[src/rtl/alarm_pkg.sv]
// Shared types and BCD limits for the multi-slot alarm controller.
// Holds the FSM state enum, the HH:MM BCD time struct and the time range check.
package alarm_pkg;

  typedef enum logic [1:0] {
    IDLE     = 2'd0,
    RINGING  = 2'd1,
    SNOOZING = 2'd2
  } alarm_state_e;

  typedef struct packed {
    logic [1:0] h1;
    logic [3:0] h2;
    logic [2:0] m1;
    logic [3:0] m2;
  } bcd_time_t;

  localparam logic [1:0] H1_MAX     = 2'd2;
  localparam logic [3:0] H2_MAX     = 4'd9;
  localparam logic [3:0] H2_MAX_20S = 4'd3;
  localparam logic [2:0] M1_MAX     = 3'd5;
  localparam logic [3:0] M2_MAX     = 4'd9;

  // True when t is a legal 24-hour HH:MM value (00:00 .. 23:59).
  function automatic logic bcd_time_ok(input bcd_time_t t);
    return !((t.h1 > H1_MAX) || (t.h2 > H2_MAX) ||
             ((t.h1 == H1_MAX) && (t.h2 > H2_MAX_20S)) ||
             (t.m1 > M1_MAX) || (t.m2 > M2_MAX));
  endfunction

endpackage

[src/rtl/alarm_slot.sv]
// One alarm slot: stored HH:MM, armed bit, and equality compare against the
// current time. The compare sees the pre-write contents on a write cycle.
module alarm_slot
  import alarm_pkg::*;
(
  input  logic      clk,
  input  logic      rst,
  input  logic      wr_en,
  input  bcd_time_t wr_time,
  input  logic      wr_arm,
  input  bcd_time_t cur_time,
  output logic      match,
  output logic      armed
);

  bcd_time_t time_q, time_d;
  logic      armed_q, armed_d;

  // Next-state for the slot storage.
  always_comb begin
    time_d  = time_q;
    armed_d = armed_q;
    if (wr_en) begin
      time_d  = wr_time;
      armed_d = wr_arm;
    end else begin
      time_d  = time_q;
      armed_d = armed_q;
    end
  end

  // Slot storage registers.
  always_ff @(posedge clk or negedge rst) begin
    if (!rst) begin
      time_q  <= '0;
      armed_q <= 1'b0;
    end else begin
      time_q  <= time_d;
      armed_q <= armed_d;
    end
  end

  assign match = armed_q && (time_q == cur_time);
  assign armed = armed_q;

endmodule

[src/rtl/multi_alarm_ctrl.sv]
// N-slot alarm controller: slot array, lowest-index priority select, ring/snooze FSM
// with a bounded snooze count. Optional ring timeout enabled by `define ALARM_TIMEOUT_EN.
module multi_alarm_ctrl
  import alarm_pkg::*;
#(
  parameter int NUM_ALARMS   = 4,
  parameter int SNOOZE_SECS  = 300,
  parameter int MAX_SNOOZE   = 3,
  parameter int RING_TIMEOUT = 60,
  localparam int IW = (NUM_ALARMS > 1) ? $clog2(NUM_ALARMS) : 1,
  localparam int SW = $clog2(SNOOZE_SECS + 1),
  localparam int CW = ($clog2(MAX_SNOOZE + 1) < 2) ? 2 : $clog2(MAX_SNOOZE + 1)
) (
  input  logic                  clk,
  input  logic                  rst,
  input  logic                  sec_tick,
  input  logic [1:0]            cur_h1,
  input  logic [3:0]            cur_h2,
  input  logic [2:0]            cur_m1,
  input  logic [3:0]            cur_m2,
  input  logic [5:0]            cur_s,
  input  logic                  wr_en,
  input  logic [IW-1:0]         wr_sel,
  input  logic [1:0]            wr_h1,
  input  logic [3:0]            wr_h2,
  input  logic [2:0]            wr_m1,
  input  logic [3:0]            wr_m2,
  input  logic                  wr_arm,
  input  logic                  snooze,
  input  logic                  dismiss,
  output logic                  ring,
  output logic                  snoozing,
  output logic [IW-1:0]         active_id,
  output logic [SW-1:0]         snooze_left,
  output logic [CW-1:0]         snooze_cnt,
  output logic [NUM_ALARMS-1:0] armed,
  output logic                  wr_err
);

  if ((NUM_ALARMS < 1) || (NUM_ALARMS > 8) || (SNOOZE_SECS < 1) || (RING_TIMEOUT < 1)) begin : g_bad_params
    $error("multi_alarm_ctrl: parameter out of range");
  end

  bcd_time_t cur_time_s, wr_time_s;
  logic      wr_ok_s;
  assign cur_time_s = '{h1: cur_h1, h2: cur_h2, m1: cur_m1, m2: cur_m2};
  assign wr_time_s  = '{h1: wr_h1, h2: wr_h2, m1: wr_m1, m2: wr_m2};
  assign wr_ok_s    = bcd_time_ok(wr_time_s) && (32'(wr_sel) < NUM_ALARMS);

  logic [NUM_ALARMS-1:0] match_s, slot_we_s;

  for (genvar g = 0; g < NUM_ALARMS; g++) begin : g_slot
    assign slot_we_s[g] = wr_en && wr_ok_s && (wr_sel == IW'(g));
    alarm_slot u_slot (
      .clk      (clk),
      .rst      (rst),
      .wr_en    (slot_we_s[g]),
      .wr_time  (wr_time_s),
      .wr_arm   (wr_arm),
      .cur_time (cur_time_s),
      .match    (match_s[g]),
      .armed    (armed[g])
    );
  end

  logic [IW-1:0] hit_id_s;

  // Lowest matching slot index wins.
  always_comb begin
    hit_id_s = '0;
    for (int i = NUM_ALARMS - 1; i >= 0; i--) begin
      if (match_s[i]) hit_id_s = IW'(i);
      else            hit_id_s = hit_id_s;
    end
  end

  alarm_state_e  state_q, state_d;
  logic [IW-1:0] active_id_q, active_id_d;
  logic [SW-1:0] snooze_left_q, snooze_left_d;
  logic [CW-1:0] snooze_cnt_q, snooze_cnt_d;
  logic          ring_q, ring_d, snoozing_q, snoozing_d, wr_err_q, wr_err_d;
  logic          trigger_s, can_snooze_s, disarm_active_s;

  assign trigger_s       = sec_tick && (cur_s == 6'd0) && (|match_s);
  assign can_snooze_s    = (snooze_cnt_q < CW'(MAX_SNOOZE));
  assign disarm_active_s = wr_en && wr_ok_s && !wr_arm && (wr_sel == active_id_q);

`ifdef ALARM_TIMEOUT_EN
  localparam int TW = $clog2(RING_TIMEOUT + 1);
  logic [TW-1:0] ring_tmo_q, ring_tmo_d;
  logic          timeout_s;
`endif

  // Ring/snooze FSM next-state; dismiss beats snooze, disarm of the active slot beats both.
  always_comb begin
    state_d       = state_q;
    active_id_d   = active_id_q;
    snooze_left_d = snooze_left_q;
    snooze_cnt_d  = snooze_cnt_q;
`ifdef ALARM_TIMEOUT_EN
    ring_tmo_d    = '0;
    timeout_s     = 1'b0;
`endif
    case (state_q)
      IDLE: begin
        if (trigger_s) begin
          state_d      = RINGING;
          active_id_d  = hit_id_s;
          snooze_cnt_d = '0;
        end else begin
          state_d = IDLE;
        end
      end
      RINGING: begin
`ifdef ALARM_TIMEOUT_EN
        if (sec_tick) begin
          if (ring_tmo_q == TW'(RING_TIMEOUT - 1)) timeout_s = 1'b1;
          else                                     ring_tmo_d = ring_tmo_q + TW'(1);
        end else begin
          ring_tmo_d = ring_tmo_q;
        end
`endif
        if (dismiss) begin
          state_d      = IDLE;
          snooze_cnt_d = '0;
        end else if (snooze && can_snooze_s) begin
          state_d       = SNOOZING;
          snooze_left_d = SW'(SNOOZE_SECS);
          snooze_cnt_d  = snooze_cnt_q + CW'(1);
`ifdef ALARM_TIMEOUT_EN
        end else if (timeout_s) begin
          // Auto-snooze consumes a snooze; with none left the event ends.
          if (can_snooze_s) begin
            state_d       = SNOOZING;
            snooze_left_d = SW'(SNOOZE_SECS);
            snooze_cnt_d  = snooze_cnt_q + CW'(1);
          end else begin
            state_d      = IDLE;
            snooze_cnt_d = '0;
          end
`endif
        end else begin
          state_d = RINGING;
        end
      end
      SNOOZING: begin
        if (dismiss) begin
          state_d       = IDLE;
          snooze_left_d = '0;
          snooze_cnt_d  = '0;
        end else if (sec_tick) begin
          if (snooze_left_q == SW'(1)) begin
            state_d       = RINGING;
            snooze_left_d = '0;
          end else begin
            snooze_left_d = snooze_left_q - SW'(1);
          end
        end else begin
          state_d = SNOOZING;
        end
      end
      default: begin
        state_d       = IDLE;
        snooze_left_d = '0;
        snooze_cnt_d  = '0;
      end
    endcase
    if ((state_q != IDLE) && disarm_active_s) begin
      state_d       = IDLE;
      snooze_left_d = '0;
      snooze_cnt_d  = '0;
    end else begin
      state_d = state_d;
    end
    ring_d     = (state_d == RINGING);
    snoozing_d = (state_d == SNOOZING);
    wr_err_d   = wr_en && !wr_ok_s;
  end

  // FSM state and registered outputs.
  always_ff @(posedge clk or negedge rst) begin
    if (!rst) begin
      state_q       <= IDLE;
      active_id_q   <= '0;
      snooze_left_q <= '0;
      snooze_cnt_q  <= '0;
      ring_q        <= 1'b0;
      snoozing_q    <= 1'b0;
      wr_err_q      <= 1'b0;
    end else begin
      state_q       <= state_d;
      active_id_q   <= active_id_d;
      snooze_left_q <= snooze_left_d;
      snooze_cnt_q  <= snooze_cnt_d;
      ring_q        <= ring_d;
      snoozing_q    <= snoozing_d;
      wr_err_q      <= wr_err_d;
    end
  end

`ifdef ALARM_TIMEOUT_EN
  // Ring timeout counter, cleared whenever not ringing.
  always_ff @(posedge clk or negedge rst) begin
    if (!rst) ring_tmo_q <= '0;
    else      ring_tmo_q <= ring_tmo_d;
  end
`endif

  assign ring        = ring_q;
  assign snoozing    = snoozing_q;
  assign active_id   = active_id_q;
  assign snooze_left = snooze_left_q;
  assign snooze_cnt  = snooze_cnt_q;
  assign wr_err      = wr_err_q;

endmodule

[config.mk]
export PLATFORM = sky130hd
export DESIGN_NAME = multi_alarm_ctrl
export DESIGN_NICKNAME = d
export VERILOG_FILES = /design/src/rtl/alarm_pkg.sv /design/src/rtl/alarm_slot.sv /design/src/rtl/multi_alarm_ctrl.sv
export SDC_FILE = /design/constraint.sdc
export NUM_CORES = 1
export LEC_CHECK = 0
export CAP_MARGIN = 20
export CORE_UTILIZATION = 30
export DETAILED_ROUTE_END_ITERATION = 10
export SLEW_MARGIN = 20
export SYNTH_ARGS = -nofsm -noshare
export SYNTH_HDL_FRONTEND = slang
export SYNTH_HIERARCHICAL = 1
export SYNTH_SLANG_ARGS = --single-unit
export TNS_END_PERCENT = 30
[constraint.sdc]
create_clock -name clk -period 3.1 [get_ports clk]
set_input_delay 0.62 -clock clk [delete_from_list [all_inputs] [get_ports clk]]
set_output_delay 0.62 -clock clk [all_outputs]
set_load 0.01 [all_outputs]
==> results of run 1 <==
==> registers in the layout, indices dropped and copies added (netlist names) <==
name                  flops
ring                      1
g_slot.u_slot/armed       4
state_q                   2
active_id                 2
snoozing                  1
g_slot.u_slot/time_q     52
snooze_left               9
snooze_cnt                2
wr_err                    1
==> cells in the final DEF, fill, tap and decap left out, drive strengths merged, types with 6 or more instances in the layout <==
master	count
dfrtp	74
clkdlybuf4s50	59
mux2	57
xnor2	55
nand4	16
nand2	15
nor2	13
clkbuf	12
inv	9
a21oi	9
nor4	9
buf	9
ha	7
a21o	6
==> path summary, 6_finish.rpt <==
| kind | from | end | slack [ns] | cells after the start |
|---|---|---|---|---|
| worst max-delay path | cur_h2[3] | snooze_cnt[1] | 0.51 | 9 |
| worst min-delay path | rst | snooze_left[1] | 0.38 | 1 |
| worst max register to register | snooze_cnt[0] | snooze_left[8] | 0.82 | 6 |
| worst min register to register | g_slot[3].u_slot/time_q[7] | g_slot[3].u_slot/time_q[7] | 0.52 | 1 |
| max in group asynchronous | rst | g_slot[0].u_slot/time_q[7] | 2.03 | 2 |
| min in group clk | g_slot[3].u_slot/time_q[7] | g_slot[3].u_slot/time_q[7] | 0.52 | 1 |
==> cells by family after synthesis <==
logic type               synth area share
XOR/XNOR                           0.1234
flip-flops                         0.4742
buffers and inverters             0.02114
adder cells (fa/ha/maj)           0.02243
AO/OA/AOI/OAI                     0.06537
multiplexers                       0.1695
AND/OR/NAND/NOR                    0.1240
==> layout make-up <==
| cell class | instances | area, µm² |
|---|---|---|
| Fill cell | 1223 | 7582 |
| Clock buffer | 12 | 256.5 |
| Multi-Input combinational cell | 237 | 1977 |
| Sequential cell | 74 | 1852 |
| Inverter | 9 | 33.78 |
| Timing Repair Buffer | 68 | 680.7 |
| Tap cell | 172 | 215.2 |
| Clock inverter | 4 | 73.82 |
==> worst max-delay path: cells and delay by family <==
kind            cells  cell delay, ns
buf+inv             1            0.59
xor+xnor            1            0.11
simple gates        5            0.97
mux                 1            0.36
compound gates      1            0.15
==> per-layer routing <==
metal  track usage  part of all wire
met5             0                 0
met4       0.03333            0.0074
met3       0.03684             0.053
met2        0.2413              0.47
met1        0.1853              0.47
==> power groups by stage <==
stage               registers [mW]  logic, mW  clock network [mW]
detailed placement            1.31      0.572                   0
global placement              1.30      0.564                   0
global route                  1.32      0.620                1.20
CTS                           1.29      0.575                1.15
finish                        1.29      0.566                1.13
floorplan                     1.28      0.374                   0
==> metrics by stage <==
stage / worst slack, ns / utilization
after floorplan: 0.6972 / -
after global placement: 0.2065 / 0.3755
after detailed placement: 0.1442 / 0.3755
after CTS: 0.4825 / 0.4016
after global routing: 0.2679 / 0.4016
final: 0.5065 / 0.4016
==> synthesized netlist by cell type (all sizes together) (2+ instances only) <==
cell    number
nand2       15
o211ai       2
nor2        13
nand2b       5
nand4       16
o31ai        4
mux2        57
ha           7
a21oi        9
nor4b        4
or4          2
dfrtp       74
xnor2       55
nor4         9
o21ai        5
nor3         3
inv          9
mux2i        2
buf          4
a21o         6
nand3b       2
and2b        2
==> flow_metrics.env, run 1 <==
export IMPL_drc=0
export IMPL_yosys_top_cells_area="dfrtp_1 47%, mux2_2 16%, xnor2_1 12%, nand4_1 2.6%, ha_1 2.2%"
export IMPL_ctsHtreeMaxLevel=3
export IMPL_grtUsageTotal=0.1435
export IMPL_hold_slack_ns=0.3772
export IMPL_grt_pass1_wl_um=14590
export IMPL_syn2layout_area_growth_pct=30.31
export IMPL_num_io_pins=61
export IMPL_synth_edf_count=0
export IMPL_post_cts_resized=0
export IMPL_die_area_um2=13480
export IMPL_slew_headroom=0.4708
export IMPL_port_buffers=60
export IMPL_via_count=2765
export IMPL_p_seq_frac=0.432
export IMPL_die_w_um=116.1
export IMPL_crit_type="input port to flip-flop"
export IMPL_final_layout_size_suffix_gt1_frac=0.2252
export IMPL_synth_area_um2=3905
export IMPL_n_antenna_cell=0
export IMPL_clock_sinks=74
export IMPL_grt_max_degree=44
export IMPL_path_cells="clkdlybuf4s50_1, xnor2_1, nand4_1, nor4_2, or4_1, nand3_1, nand2_1, o21ai_1, mux2_2"
export IMPL_status="complete, no violations"
export IMPL_ant_nets=0
export IMPL_syn_avg_cell_area_um2=12.02
export IMPL_ir_drop_uv=395.7
export IMPL_placed_cells=560
export IMPL_insertion_delay_ns=0.33
export IMPL_cp_start_kind="input port"
export IMPL_routed_wl_um=9038
export IMPL_first_iter_violations=129
export IMPL_ys_flop_type="dfrtp_1"
export IMPL_fmaxAchievable_mhz=385.6
export IMPL_dpl_cell_area_um2=4758
export IMPL_dp_hpwl_um=6896
export IMPL_power_total_mw=2.990
export IMPL_p_comb_frac=0.189
export IMPL_first_pass_iters=4
export IMPL_path_clk_slew_ns=0.06
export IMPL_ys_seq_area_frac=0.4742
export IMPL_cts_hold_buffers=0
export IMPL_layoutNonFillerInstCount=576
export IMPL_clk_path_buf_depth=2
export IMPL_antenna_found_initial=0
export IMPL_intPower_mw=2.260
export IMPL_p_switching_mw=0.7295
export IMPL_synth_top_area_share=0.4742
export IMPL_max_cap_violations=0
export IMPL_cts_root_buffer="clkbuf_16"
export IMPL_slowest_stage="clkdlybuf4s50_1"
export IMPL_crit_fanout=4
export IMPL_yosys_warnings=6
export IMPL_initial_utilization=0.3082
export IMPL_syn_nets=373
export IMPL_sw_frac_of_total=0.2440
export IMPL_fin_crit_ns=2.593
export IMPL_synth_seq_cells=74
export IMPL_hold_viol=0
export IMPL_finalCritPeriodShare=0.8366
export IMPL_power_density_nw_per_um2=587.5
export IMPL_stdcell_area_um2=5089
export IMPL_drv_slew=0
export IMPL_syn_inst=325
export IMPL_max_stage_delay_ns=0.59
export IMPL_grt_remaining_overflow=0
export IMPL_skew_ns=0.004962
export IMPL_viasPerCell=4.800
export IMPL_hold_path_class="input port to async pin"
export IMPL_end_kind="flip-flop"
export IMPL_cts_tree="built"
export IMPL_ys_types=47
export IMPL_power_frac_clock=0.379
export IMPL_rows=41
export IMPL_fin_nets=447
export IMPL_wire_per_inst_um=15.69
export IMPL_cp_required_ns=3.31
export IMPL_ys_async_sr_fraction=1.000
export IMPL_grt_pass1_vias=2864
export IMPL_die_h_um=116.1
export IMPL_yosysTopAreaCell="dfrtp_1"
export IMPL_arrival_ns=2.80
export IMPL_setup_tns_ns=0
export IMPL_rsz0062_at_grt="false"
export IMPL_tightest_slew_ns=0.7938
export IMPL_coreArea_um2=12670
export IMPL_power_leakage_nw=2.084
export IMPL_post_cts_buffers=0
export IMPL_gp_congestion=0.8714
export IMPL_numCtsBuffers=9
export IMPL_setup_violations=0
No activity file was read; power rests on OpenSTA's default activity.
==> run 2, diff against run 1 <==
Clock period 3.1 ns to 2.6 ns, I/O delays scaled along.
==> run 2 against run 1 <==
  * Clock power up 9.7%
  * Global-route usage grew 0.91 points
  * Utilization rose by 0.93 points
  * Critical path type unchanged
==> flow_metrics.env, run 2 (same netlist as run 1, synthesis figures left out) <==
export IMPL_reg2reg_from="state_q[0]"
export IMPL_path_cells="clkdlybuf4s50_1, xnor2_1, nand4_1, nor4_2, or4_1, nand4_1, o31ai_1, nor2_1, nor4b_2"
export IMPL_drv_slew=0
export IMPL_clock_sinks=74
export IMPL_path_clk_slew_ns=0.06
export IMPL_critical_path_top_delay_family="simple AND/OR/NAND/NOR gates"
export IMPL_viasPerCell=4.753
export IMPL_gp_congestion=0.8475
export IMPL_hold_path_class="input port to async pin"
export IMPL_finalCritPeriodShare=0.9456
export IMPL_intPower_mw=2.550
export IMPL_fin_crit_ns=2.458
export IMPL_grt_remaining_overflow=0
export IMPL_max_stage_delay_ns=0.60
export IMPL_ir_drop_uv=309.6
export IMPL_arrival_ns=2.70
export IMPL_clk_path_buf_depth=2
export IMPL_met1_length_um=4331
export IMPL_cts_root_buffer="clkbuf_16"
export IMPL_coreArea_um2=12670
export IMPL_layout_common_cells="74 x dfrtp_1, 59 x clkdlybuf4s50_1, 57 x mux2_2"
export IMPL_cts_tree="built"
export IMPL_reg2reg_depth=8
export IMPL_insertion_delay_ns=0.34
export IMPL_die_h_um=116.1
export IMPL_cp_required_ns=2.84
export IMPL_sw_frac_of_total=0.2614
export IMPL_end_kind="flip-flop"
export IMPL_pre_cts_ws_ns=-0.2678
export IMPL_crit_type="input port to flip-flop"
export IMPL_grtUsageTotal=0.1527
export IMPL_numCtsBuffers=9
export IMPL_highest_layer="met4"
export IMPL_tightest_slew_ns=0.6478
export IMPL_post_cts_buffers=0
export IMPL_worstReg2RegEnd="snooze_left[1]"
export IMPL_grt_max_degree=28
export IMPL_port_buffers=60
export IMPL_largest_reg_flops=52
export IMPL_crit_fanout=4
export IMPL_first_iter_violations=109
export IMPL_via_count=2842
export IMPL_power_density_nw_per_um2=663.2
export IMPL_dp_hpwl_um=7218
export IMPL_fmaxAchievable_mhz=406.8
export IMPL_num_io_pins=61
export IMPL_grt_pass1_vias=2941
export IMPL_worst_r2r_setup_slack_ns=0.47
export IMPL_grt_pass1_wl_um=15350
export IMPL_drc=0
export IMPL_wire_per_inst_um=15.67
export IMPL_regMostFlops="g_slot.u_slot/time_q"
export IMPL_rsz0062_at_grt="true"
export IMPL_nFillCells=1217
export IMPL_mostFrequentLayoutCell="dfrtp_1"
export IMPL_slew_headroom=0.5641
export IMPL_antenna_found_initial=0
export IMPL_wl_met3_um=568
export IMPL_fin_nets=469
export IMPL_first_pass_iters=4
export IMPL_skew_ns=0.004393
export IMPL_initial_utilization=0.3082
export IMPL_final_layout_size_suffix_gt1_frac=0.2700
export IMPL_ctsHtreeMaxLevel=3
export IMPL_syn2layout_area_growth_pct=33.32
export IMPL_p_comb_frac=0.196
export IMPL_timing_final_ws_setup_ns=0.1415
export IMPL_p_switching_mw=0.9026
export IMPL_die_w_um=116.1
export IMPL_crit_top_cell="nand4_1"
export IMPL_power_leakage_nw=2.167
export IMPL_path_buf_inv=1
export IMPL_n_antenna_cell=0
export IMPL_status="complete, no violations"
export IMPL_p_seq_frac=0.446
export IMPL_setup_tns_ns=0
export IMPL_power_frac_clock=0.358
export IMPL_setup_violations=0
export IMPL_met2WireLength_um=4369
export IMPL_die_area_um2=13480
export IMPL_hold_viol=0
export IMPL_rows=41
export IMPL_routed_wl_um=9368
export IMPL_ant_nets=0
export IMPL_slowest_stage="clkdlybuf4s50_1"
export IMPL_cp_start_kind="input port"
export IMPL_hold_slack_ns=0.2026
export IMPL_max_cap_violations=0
==> run 2: worst max-delay path by stage <==
stage,from,end,slack (ns),cells past startpoint
after global placement,cur_m1[1],snoozing,-0.25,9
after CTS,cur_m1[1],snoozing,0.06,9
final,cur_m1[1],snoozing,0.14,9
after global routing,cur_h1[1],state_q[0],-0.05,10
after floorplan,wr_h1[0],g_slot[0].u_slot/time_q[0],0.30,5
after detailed placement,cur_m1[1],snoozing,-0.27,9
==> run 2: routing by layer <==
layer | global-route usage | up-vias
met5 | 0 | -
met4 | 0.05128 | 0
met3 | 0.03633 | 8
met2 | 0.2472 | 84
met1 | 0.2007 | 1383
li1 | - | 1367
==> run 2: worst reg2reg max path, cell delays in order (launching register included) <==
cell     delay, ns
dfrtp_1       0.43
inv_1         0.11
ha_1          0.33
nor2_1        0.07
nand4_1       0.20
nor2_2        0.11
buf_4         0.15
or4b_1        0.47
mux2i_1       0.16
==> run 2: power groups by stage <==
stage	clock network [mW]	logic, mW	registers (mW)
3_3_place_gp	0	0.671	1.55
2_1_floorplan	0	0.446	1.53
5_1_grt	1.32	0.744	1.57
3_5_place_dp	0	0.685	1.56
6_report	1.24	0.678	1.54
4_1_cts	1.27	0.688	1.54
==> run 2: cell type report <==
| cell class | count | area, µm² | share of cell area |
|---|---|---|---|
| well taps | 172 | 215.2 | 0.04134 |
| repair buffers | 90 | 820.8 | 0.1577 |
| multi-input cells | 237 | 1989 | 0.3821 |
| flip-flops and latches | 74 | 1852 | 0.3557 |
| clock buffers | 10 | 229.0 | 0.04398 |
| clock inverters | 6 | 66.31 | 0.01274 |
| inverters | 9 | 33.78 | 0.006489 |
==> run 2: through the flow <==
stage,total power [mW],util,instances,cell area (µm²)
after floorplan,1.973,-,325,3905
after global placement,2.226,0.3866,582,4898
after detailed placement,2.247,0.3866,582,4898
after CTS,3.505,0.4099,598,5194
after global routing,3.636,0.4109,598,5206
final,3.453,0.4109,598,5206
==> run 2: repair_timing <==
item                                    in CTS  in global routing
gates resized for setup                      0                  2
endpoints found under the setup margin       0                  3
hold buffers                                 0                  0
==> run 3, diff against run 2 <==
Settings changed: CTS_BUF_LIST from default to sky130_fd_sc_hd__clkbuf_8 sky130_fd_sc_hd__clkbuf_16, REMOVE_ABC_BUFFERS from default to 1.
==> run 3 against run 2 <==
  * Flip-flop and latch count unchanged
  * Non-clock buffer count decreased by 2
  * Critical endpoint unchanged
  * Wire length down 4.3%
  * Clock power grew 7%
  * Total power rose by 2.7%
  * Largest cell class unchanged
  * Critical path depth unchanged
  * Sequential power about the same
  * Cell count fell by 0.50%
  * Register-to-register slack improved by 0.05 ns
  * Die area stayed put
==> flow_metrics.env, run 3 (same netlist as run 1, synthesis figures left out) <==
export IMPL_status="complete, no violations"
export IMPL_max_stage_delay_ns=0.60
export IMPL_finalCritPeriodShare=0.9425
export IMPL_skew_ns=0.005751
export IMPL_grt_remaining_overflow=0
export IMPL_grtUsageTotal=0.1474
export IMPL_fmaxAchievable_mhz=408.1
export IMPL_path_clk_slew_ns=0.06
export IMPL_setup_violations=0
export IMPL_post_cts_resized=0
export IMPL_hold_viol=0
export IMPL_end_kind="flip-flop"
export IMPL_n_antenna_cell=0
export IMPL_cp_start_kind="input port"
export IMPL_crit_type="input port to flip-flop"
export IMPL_ir_drop_uv=433.0
export IMPL_via_count=2900
export IMPL_hold_slack_ns=0.1454
export IMPL_path_cells="clkdlybuf4s50_1, xnor2_1, nand4_1, nor4_2, or4_1, nand4_1, o31ai_1, nor2_1, nor4b_1"
export IMPL_regMostFlops="g_slot.u_slot/time_q"
export IMPL_cts_tree="built"
export IMPL_fin_crit_ns=2.451
export IMPL_fin_nets=467
export IMPL_layout_common_cells="74 x dfrtp_1, 59 x clkdlybuf4s50_1, 57 x mux2_2"
export IMPL_cts_hold_buffers=0
export IMPL_path_buf_inv=1
export IMPL_crit_top_cell="nand4_1"
export IMPL_arrival_ns=2.68
export IMPL_dp_hpwl_um=6909
export IMPL_routed_wl_um=8967
export IMPL_cp_required_ns=2.83
export IMPL_clock_sinks=74
export IMPL_syn2layout_area_growth_pct=33.16
export IMPL_rsz0062_at_grt="false"
export IMPL_first_iter_violations=87
export IMPL_critical_path_top_delay_family="simple AND/OR/NAND/NOR gates"
export IMPL_power_density_nw_per_um2=682.2
export IMPL_mostFrequentLayoutCell="dfrtp_1"
export IMPL_power_total_mw=3.547
export IMPL_num_io_pins=61
export IMPL_dpl_cell_area_um2=4883
export IMPL_initial_utilization=0.3082
export IMPL_die_h_um=116.1
export IMPL_slowest_stage="clkdlybuf4s50_1"
export IMPL_ant_nets=0
export IMPL_pre_cts_ws_ns=-0.2034
export IMPL_max_cap_violations=0
export IMPL_nFillCells=1231
export IMPL_coreArea_um2=12670
export IMPL_gp_congestion=0.8606
export IMPL_numCtsBuffers=9
export IMPL_hold_path_class="input port to async pin"
export IMPL_grt_pass1_wl_um=15000
export IMPL_port_buffers=60
export IMPL_worst_r2r_setup_slack_ns=0.52
export IMPL_slew_headroom=0.5689
export IMPL_grt_max_degree=28
export IMPL_antenna_found_initial=0
export IMPL_first_pass_iters=4
export IMPL_die_w_um=116.1
export IMPL_setup_tns_ns=0
export IMPL_clk_path_buf_depth=2
export IMPL_cts_root_buffer="clkbuf_16"
export IMPL_drv_slew=0
export IMPL_post_cts_buffers=0
export IMPL_crit_fanout=4
export IMPL_timing_final_ws_setup_ns=0.1494
export IMPL_die_area_um2=13480
export IMPL_ctsHtreeMaxLevel=3
export IMPL_wire_per_inst_um=15.07
export IMPL_tightest_slew_ns=0.6408
export IMPL_rows=41
export IMPL_viasPerCell=4.874
export IMPL_drc=0
export IMPL_stdcell_area_um2=5200
export IMPL_final_layout_size_suffix_gt1_frac=0.2624
export IMPL_largest_reg_flops=52
export IMPL_grt_pass1_vias=2977
export IMPL_power_leakage_nw=2.171
export IMPL_insertion_delay_ns=0.34
## run 3: changes by cell type in the layout (fill, tap and decap cells not counted), sizes merged
cell,before,now
clkinv,1,3
clkbuf,10,9
buf,31,29
clkinvlp,3,0
bufinv,1,2
## run 3: stage by stage
stage | util | cells
finish | 0.4104 | 595
global route | 0.4104 | 595
CTS | 0.4104 | 595
detailed placement | 0.3854 | 580
global placement | 0.3854 | 580
floorplan | - | 320
## run 3: layout make-up
class                           instances  area [µm²]  area share
Multi-Input combinational cell        237        1977      0.3802
Sequential cell                        74        1852      0.3561
Timing Repair Buffer                   88       805.8      0.1550
Clock buffer                            9       225.2     0.04331
Tap cell                              172       215.2     0.04139
Clock inverter                          6       91.34     0.01756
Inverter                                9       33.78    0.006497
## run 3: final timing paths
| check | from | end | cells past startpoint |
|---|---|---|---|
| worst max-delay path | cur_h2[3] | snoozing | 9 |
| worst min-delay path | rst | snooze_left[3] | 1 |
| worst max register to register | g_slot[0].u_slot/time_q[12] | snoozing | 8 |
| worst min register to register | g_slot[2].u_slot/time_q[12] | g_slot[2].u_slot/time_q[12] | 1 |
| max in group asynchronous | rst | ring | 2 |
| min in group clk | g_slot[2].u_slot/time_q[12] | g_slot[2].u_slot/time_q[12] | 1 |
## run 3: metal layers
layer | track usage | wire, µm | up-vias
met1 | 0.1945 | 4142 | 1421
met3 | 0.04515 | 581 | 14
li1 | - | - | 1361
met5 | 0 | 0 | -
met4 | 0.04530 | 133 | 0
met2 | 0.2321 | 4110 | 104
## run 3: power breakdown
| part | internal, mW | total, mW | switching [mW] |
|---|---|---|---|
| logic | 0.428 | 0.680 | 0.253 |
| registers | 1.38 | 1.53 | 0.155 |
| clock network | 0.839 | 1.33 | 0.494 |
| total | 2.65 | 3.55 | 0.902 |
